===== src/rtl/seq_mem_pkg.sv =====
// Shared types and constants for the sequence-memory game blocks.
// State encodings are fixed because currentState is exposed for debug.
package seq_mem_pkg;

  localparam int N_LIGHTS = 10;

  typedef enum logic [2:0] {
    S_IDLE         = 3'd1,
    S_WAIT_PRESS   = 3'd2,
    S_DEB_PRESS    = 3'd3,
    S_WAIT_RELEASE = 3'd4,
    S_DEB_RELEASE  = 3'd5,
    S_DONE         = 3'd6
  } state_t;

  function automatic int deb_cycles(input int freq, input int ms);
    return freq / 1000 * ms;
  endfunction

  function automatic int to_cycles(input int freq, input int s);
    return freq * s;
  endfunction

endpackage


===== src/rtl/seq_input_capture_sw_sync.sv =====
// Two-flop synchronizer for the raw switch bank; 2-cycle latency, no backpressure.
import seq_mem_pkg::*;

module sw_sync (
  input  logic                clock,
  input  logic                reset,
  input  logic [N_LIGHTS-1:0] i_sw,
  output logic [N_LIGHTS-1:0] o_sw_s
);

  logic [N_LIGHTS-1:0] r_meta;
  logic [N_LIGHTS-1:0] r_sync;

  always_ff @(posedge clock) begin
    if (reset) begin
      r_meta <= '0;
      r_sync <= '0;
    end else begin
      r_meta <= i_sw;
      r_sync <= r_meta;
    end
  end

  assign o_sw_s = r_sync;

endmodule


===== src/rtl/seq_input_capture.sv =====
// Captures one debounced switch answer per start, compares it to the expected one-hot
// pattern and reports done/correct/timedOut; press wait is bounded by a timeout.
import seq_mem_pkg::*;

module seq_input_capture #(
  parameter int CLOCK_FREQUENCY = 50000000,
  parameter int DEBOUNCE_MS     = 10,
  parameter int TIMEOUT_S       = 5
) (
  input  logic                clock,
  input  logic                reset,
  input  logic                start,
  input  logic [N_LIGHTS-1:0] expected,
  input  logic [N_LIGHTS-1:0] SW,
  output logic                done,
  output logic                correct,
  output logic                timedOut,
  output logic [N_LIGHTS-1:0] captured,
  output logic [2:0]          currentState
);

  localparam int DEB_CYC = deb_cycles(CLOCK_FREQUENCY, DEBOUNCE_MS);
  localparam int TO_CYC  = to_cycles(CLOCK_FREQUENCY, TIMEOUT_S);
  localparam int DEB_W   = $clog2(DEB_CYC + 1);
  localparam int TO_W    = $clog2(TO_CYC + 1);

  localparam logic [DEB_W-1:0] DEB_LAST = DEB_W'(DEB_CYC - 1);
  localparam logic [TO_W-1:0]  TO_LAST  = TO_W'(TO_CYC - 1);
  localparam logic [TO_W-1:0]  TO_MAX   = TO_W'(TO_CYC);

  logic [N_LIGHTS-1:0] w_sw_s;

  state_t              r_state,     w_state_nxt;
  logic [N_LIGHTS-1:0] r_exp,       w_exp_nxt;
  logic [N_LIGHTS-1:0] r_cand,      w_cand_nxt;
  logic [N_LIGHTS-1:0] r_captured,  w_captured_nxt;
  logic [DEB_W-1:0]    r_deb_cnt,   w_deb_nxt;
  logic [TO_W-1:0]     r_to_cnt,    w_to_nxt;
  logic                r_correct,   w_correct_nxt;
  logic                r_timed_out, w_timed_out_nxt;

  logic [DEB_W-1:0]    w_deb_inc;
  logic [TO_W-1:0]     w_to_inc;
  logic                w_press_ok;

  sw_sync u_sw_sync (
    .clock  (clock),
    .reset  (reset),
    .i_sw   (SW),
    .o_sw_s (w_sw_s)
  );

  // Timeout counter saturates rather than wrapping.
  assign w_deb_inc = r_deb_cnt + DEB_W'(1);
  assign w_to_inc  = (r_to_cnt == TO_MAX) ? r_to_cnt : r_to_cnt + TO_W'(1);

  always_comb begin
    w_state_nxt     = r_state;
    w_exp_nxt       = r_exp;
    w_cand_nxt      = r_cand;
    w_captured_nxt  = r_captured;
    w_deb_nxt       = r_deb_cnt;
    w_to_nxt        = r_to_cnt;
    w_correct_nxt   = r_correct;
    w_timed_out_nxt = r_timed_out;
    w_press_ok      = 1'b0;

    case (r_state)
      S_IDLE: begin
        if (start) begin
          w_exp_nxt       = expected;
          w_correct_nxt   = 1'b0;
          w_timed_out_nxt = 1'b0;
          w_captured_nxt  = '0;
          w_to_nxt        = '0;
          w_state_nxt     = S_WAIT_PRESS;
        end
      end

      S_WAIT_PRESS: begin
        w_to_nxt = w_to_inc;
        if (w_sw_s != '0) begin
          w_cand_nxt  = w_sw_s;
          w_deb_nxt   = '0;
          w_state_nxt = S_DEB_PRESS;
        end
        if (r_to_cnt == TO_LAST) begin
          w_timed_out_nxt = 1'b1;
          w_captured_nxt  = '0;
          w_state_nxt     = S_DONE;
        end
      end

      S_DEB_PRESS: begin
        w_to_nxt = w_to_inc;
        if (w_sw_s == '0) begin
          w_state_nxt = S_WAIT_PRESS;
        end else if (w_sw_s == r_cand) begin
          w_deb_nxt = w_deb_inc;
          if (r_deb_cnt == DEB_LAST) begin
            w_captured_nxt = r_cand;
            w_state_nxt    = S_WAIT_RELEASE;
            w_press_ok     = 1'b1;
          end
        end else begin
          w_cand_nxt = w_sw_s;
          w_deb_nxt  = '0;
        end
        // A press completing on the last allowed cycle beats the timeout.
        if (!w_press_ok && (r_to_cnt == TO_LAST)) begin
          w_timed_out_nxt = 1'b1;
          w_captured_nxt  = '0;
          w_state_nxt     = S_DONE;
        end
      end

      S_WAIT_RELEASE: begin
        if (w_sw_s == '0) begin
          w_deb_nxt   = '0;
          w_state_nxt = S_DEB_RELEASE;
        end
      end

      S_DEB_RELEASE: begin
        if (w_sw_s == '0) begin
          w_deb_nxt = w_deb_inc;
          if (r_deb_cnt == DEB_LAST) begin
            w_correct_nxt = (r_captured == r_exp);
            w_state_nxt   = S_DONE;
          end
        end else begin
          w_state_nxt = S_WAIT_RELEASE;
        end
      end

      S_DONE: begin
        w_state_nxt = S_IDLE;
      end

      default: begin
        w_state_nxt = S_IDLE;
      end
    endcase
  end

  always_ff @(posedge clock) begin
    if (reset) begin
      r_state     <= S_IDLE;
      r_exp       <= '0;
      r_cand      <= '0;
      r_captured  <= '0;
      r_deb_cnt   <= '0;
      r_to_cnt    <= '0;
      r_correct   <= 1'b0;
      r_timed_out <= 1'b0;
    end else begin
      r_state     <= w_state_nxt;
      r_exp       <= w_exp_nxt;
      r_cand      <= w_cand_nxt;
      r_captured  <= w_captured_nxt;
      r_deb_cnt   <= w_deb_nxt;
      r_to_cnt    <= w_to_nxt;
      r_correct   <= w_correct_nxt;
      r_timed_out <= w_timed_out_nxt;
    end
  end

  assign done         = (r_state == S_DONE);
  assign correct      = r_correct;
  assign timedOut     = r_timed_out;
  assign captured     = r_captured;
  assign currentState = r_state;

endmodule


===== config.mk =====
export PLATFORM = sky130hd
export DESIGN_NAME = seq_input_capture
export DESIGN_NICKNAME = d
export VERILOG_FILES = /design/src/rtl/seq_mem_pkg.sv /design/src/rtl/seq_input_capture_sw_sync.sv /design/src/rtl/seq_input_capture.sv
export SDC_FILE = /design/constraint.sdc
export NUM_CORES = 1
export LEC_CHECK = 0
export ABC_AREA = 0
export CORE_MARGIN = 8
export CORE_UTILIZATION = 50
export CTS_BUF_LIST = sky130_fd_sc_hd__clkbuf_8 sky130_fd_sc_hd__clkbuf_16
export CTS_CLUSTER_SIZE = 40
export DETAILED_ROUTE_END_ITERATION = 10
export PLACE_DENSITY = 0.7
export SLEW_MARGIN = 20
export SYNTH_ARGS = -nofsm -noshare
export SYNTH_HDL_FRONTEND = slang
export SYNTH_HIERARCHICAL = 1
export SYNTH_SLANG_ARGS = --single-unit

===== constraint.sdc =====
create_clock -name clock -period 2.94 [get_ports clock]
set_input_delay 0.588 -clock clock [delete_from_list [all_inputs] [get_ports clock]]
set_output_delay 0.588 -clock clock [all_outputs]
set_load 0.01 [all_outputs]

[Yosys cells after proc, flatten, opt, wreduce, memory -nomap -nowiden]
Cells that the tools add are included.
Operators by class
  mux-type cells: 42
  multiply operators: 0
  add/sub/neg operators: 2
  eq/ne operators: 28
  order comparisons: 0
  shift operators: 0
  bitwise logic cells: 0
  divide/modulo/power cells: 0
  reductions and logical operators: 18
Operator list (number)
  $mux W19: 5
  $mux W10: 9
  $pmux W19 S4: 1
  $eq A28 B28 Y1 const B: 2
  $mux W28: 2
  $pmux W28 S2: 1
  $mux W3: 10
  $pmux W10 S3: 1
  $add A28 B1 Y28 const B: 1
  $eq A10 B10 Y1: 2
  $ne A2 B2 Y1 const B: 10
  $pmux W10 S2: 1
  $add A19 B1 Y19 const B: 1
  $eq A19 B19 Y1 const B: 1
  $ne A3 B3 Y1 const B: 5
  $pmux W3 S5: 1
  $reduce_and A4 Y1: 3
  $reduce_and A6 Y1: 2
  $logic_not A10 Y1: 1
  $reduce_bool A10 Y1: 1
  $eq A3 B3 Y1 const B: 3
  $mux W1: 9
  $ne A4 B4 Y1 const B: 2
  $eq A3 B2 Y1 const B: 2
  12 further kinds: 14
Word-level totals
  output and inout port bits: 16
  memory bits (writable): 0
  ROM bits: 0
  memories kept: 0
  bits in latches: 0
  register bits: 102
  input port bits: 23

[Logic depth before layout (Yosys ltp)]
  word-level depth: 9
  depth in mapped cells: 8
  depth with buffers taken out: 8

[Cells and area by module]
The synthesis kept the hierarchy.
Modules (own cells, without submodules)
  seq_input_capture: cells each 459, area each 3951.3 um2, instances 1
  sw_sync: cells each 42, area each 618.1 um2, instances 1

[Worst setup path before layout]
Ideal clock, no wire load.
  path type: register to register
  start point: register u_sw_sync.r_sync[6] (netlist: u_sw_sync/o_sw_s[6])
  end point: register r_correct (netlist: correct)
  required time: 2.870 ns
  data arrival time: 2.348 ns
  stages on the path, launching flop included: 7
  buffers on the path: 1
  slack: 0.522 ns
  period minus slack after synthesis: 2.418 ns
  cell sequence: dfxtp_1 or4_4 or3_1 buf_2 o41a_1 or4_1 a21oi_1
Between the ends
  word-level cells in the longest chain between the ends: 3
Ends and longest elaborated chain
  start: declaration: RTL line seq_input_capture_sw_sync.sv:12  | logic [N_LIGHTS-1:0] r_sync;
  start signal: assignment: RTL line seq_input_capture_sw_sync.sv:20  | r_sync <= r_meta;
  $logic_not A10 Y1: RTL line seq_input_capture.sv:125  | if (w_sw_s == '0) begin
  $ne A2 B2 Y1 (no line)
  $reduce_and A4 Y1 (no line)
  end signal: assignment: RTL line seq_input_capture.sv:163  | r_correct <= w_correct_nxt;
  end: declaration: RTL line seq_input_capture.sv:39  | logic r_correct, w_correct_nxt;
Every way passes these cells.
A chain may end at the register's enable or synchronous reset.

[Worst setup path after layout]
Same ends and word-level chain as after synthesis.

==> reports/metrics.csv <==
metric;value;unit
status;complete, no violations;
reg2reg_slack;330;ps
num-fill-cells;821;
rr_endpoint;correct$_SDFFE_PP0P_;
fmax;0.383;GHz
dieArea;0.0125;mm^2
clock-sinks;102;
antenna_cells;0;
rows;35;
critPathCaptureType;flip-flop;
grt_overflow_total;0;
setup-tns-final;0;ps
relSlewSlack;51.7;%
timing.rr.start;u_sw_sync/o_sw_s[6]$_SDFF_PP0_;
synthToLayoutAreaGrowth;15.6;%
vias;3605;
die_y;112;um
worstPathMaxFanout;7;
layout.nets;572;
cts.root.buffer_cell;clkbuf_8;
hold_viol_final;0;
regArea;0.00204;mm^2
clk_latency;370;ps
drtPass1Iterations;5;
grt_pass1_vias;3376;
vias_per_cell;5.45;
drt_iter0_markers;185;
critical_path_class;flip-flop to flip-flop;
min_path_cells;1;
dp_hpwl;6900;um
grt_max_degree;36;
initial_core_util;50.4;%
ant_nets;0;
async_flop_share;0;%
synth_warnings;6;
multi_input_area;0.00241;mm^2
worst_pin_slew;724;ps
final_common_cell;dfxtp_1;
synthesis.area;0.00457;mm^2
post_drt_wl_per_cell;14.5;um
yosysSeqAreaShare;44.7;%
drive_above_1_share;9.80;%
port_buffers;38;
core;0.00906;mm^2
antenna_found_initial;0;
cts.htree.levels;3;
routed_wl;9590;um
p_per_area;589;mW/mm^2
ys_ff_latch;102;
finalClockSkew;10.6;ps
whs_endpoint;u_sw_sync/o_sw_s[4]$_SDFF_PP0_;
die_w;112;um
cts_resized;0;
io-pin-count;39;
critPathArrivalTime;2910;ps
slew_violations;0;
layout_common_cells;dfxtp_1 (102), nor2_1 (64), nand2_1 (45), clkdlybuf4s50_1 (37), xor2_1 (31);
critical_path.cell_chain;or4_4, or3_1, o41a_1, or4_1, a21oi_1;
gp_congestion;0.834;
clockBufferDepth;2;
p_leak;1.91;nW
cap_violations;0;
setup_viol;0;
whs;450;ps
post_cts_buffers;0;
critPathSlowestCell;or4_4;
grt_usage;15.6;%
reg2reg_depth;5;
synth_cells;501;
synth_fp_nets;527;
drc;0;
start_kind;flip-flop;
peakVddDrop;281;uV
fin_crit_sh;88.9;%
min_from;u_sw_sync/r_meta[4]$_SDFF_PP0_;
fin_crit;2610;ps
cpPeakStageDelay;550;ps
clkTransAtPathRegs;110;ps
cts_tree;done;
synth_edf_count;0;
required;3240;ps
grt_pass1_wl;16300;um
cts_buffers;9;
hold_path.class;flip-flop to flip-flop;
hold_buffers;0;
syn_area_per_cell;9.12;um^2
rsz0062_at_grt;no;
ys.flop_type;dfxtp_1;
ys_types;47;
==> power breakdown <==
| group | switching, mW | internal [mW] | leakage [nW] |
|---|---|---|---|
| Sequential | 0.111 | 1.47 | 0.828 |
| Clock | 0.516 | 0.329 | 0.0943 |
| Combinational | 0.386 | 0.305 | 0.992 |
==> stage by stage <==
| stage | utilization [%] | total power [mW] | area, um^2 | setup WS, ps | std cells |
|---|---|---|---|---|---|
| after floorplan | - | 2.07 | 4570 | 522 | 501 |
| after global placement | 56.2 | 2.27 | 5090 | 401 | 646 |
| after detailed placement | 56.2 | 2.29 | 5090 | 351 | 646 |
| after CTS | 58.3 | 3.13 | 5280 | 355 | 662 |
| after global routing | 58.3 | 3.28 | 5280 | 226 | 662 |
| final | 58.3 | 3.11 | 5280 | 326 | 662 |
==> synth_stat cells (2+ instances only) <==
library cell	number	area, um^2
a21oi_1	24	120
clkbuf_1	11	41.3
and3_1	5	31.3
or4_1	4	30.0
o21ai_0	9	45.0
inv_1	11	41.3
nor2b_2	16	140
nor2_1	64	240
nand2_1	45	169
ha_1	3	37.5
or3_1	9	56.3
nor3_1	11	55.1
buf_2	2	10.0
a211o_1	2	17.5
nor2b_4	4	55.1
xnor2_1	29	254
nand4_1	20	125
nand3_1	22	110
nor4bb_1	4	40.0
mux2i_1	14	140
or2_2	2	12.5
nor4_1	5	31.3
and4b_1	3	30.0
nand4b_1	5	43.8
buf_6	2	22.5
nor4b_1	2	17.5
nor2b_1	6	37.5
and4_1	6	52.6
and2_1	2	12.5
dfxtp_1	102	2040
nand2b_1	2	12.5
xor2_1	31	272
a22o_1	10	87.6
==> flip-flops by register name, indices dropped and copies added (netlist names) <==
signal / cells
r_exp: 10
r_deb_cnt: 19
correct: 1
u_sw_sync/o_sw_s: 10
r_to_cnt: 28
r_cand: 10
u_sw_sync/r_meta: 10
timedOut: 1
captured: 10
currentState: 3
==> kinds of logic (layout without fill, tap and decap cells) <==
kind of cell | Yosys count | count (layout) | share of synthesized area (%)
DFF | 102 | 102 | 44.7
buffers and inverters | 26 | 76 | 2.52
adders and majority gates | 3 | 3 | 0.822
AOI/OAI and AO/OA | 53 | 53 | 7.53
and+or+nand+nor | 242 | 242 | 29.6
xor gates and xnor gates | 60 | 60 | 11.5
muxes | 15 | 15 | 3.31
==> critical path: cells and delay by family (launching register included) <==
family | cells | cell delay, ps
AO/OA/AOI/OAI | 2 | 630
flip-flops | 1 | 350
AND/OR/NAND/NOR | 3 | 1560
==> layer usage <==
layer | vias up | share of wire, % | track usage [%]
li1 | 1827 | - | -
met1 | 1697 | 49 | 21.2
met2 | 77 | 45 | 23.1
met3 | 4 | 5.4 | 4.76
met4 | 0 | 0.49 | 4.83
met5 | - | 0 | 0
==> layout make-up <==
| class | count | area share [%] |
|---|---|---|
| Clock inverter | 7 | 1.23 |
| Tap cell | 111 | 2.63 |
| Timing Repair Buffer | 49 | 8.67 |
| Multi-Input combinational cell | 373 | 45.7 |
| Clock buffer | 9 | 2.35 |
| Sequential cell | 102 | 38.7 |
| Inverter | 11 | 0.782 |
==> worst max path at each step <==
stage	start	endpoint	slack (ps)	cells after the start
after floorplan	u_sw_sync/o_sw_s[6]$_SDFF_PP0_	correct$_SDFFE_PP0P_	520	6
after global placement	start	r_to_cnt[27]$_SDFFE_PP0P_	400	8
after detailed placement	start	r_to_cnt[14]$_SDFFE_PP0P_	350	6
after CTS	u_sw_sync/o_sw_s[6]$_SDFF_PP0_	correct$_SDFFE_PP0P_	350	5
after global routing	r_deb_cnt[0]$_SDFFE_PP0P_	captured[2]$_SDFFE_PP0P_	230	7
final	u_sw_sync/o_sw_s[6]$_SDFF_PP0_	correct$_SDFFE_PP0P_	330	5
Note: power is estimated with default switching activity, not from simulation.
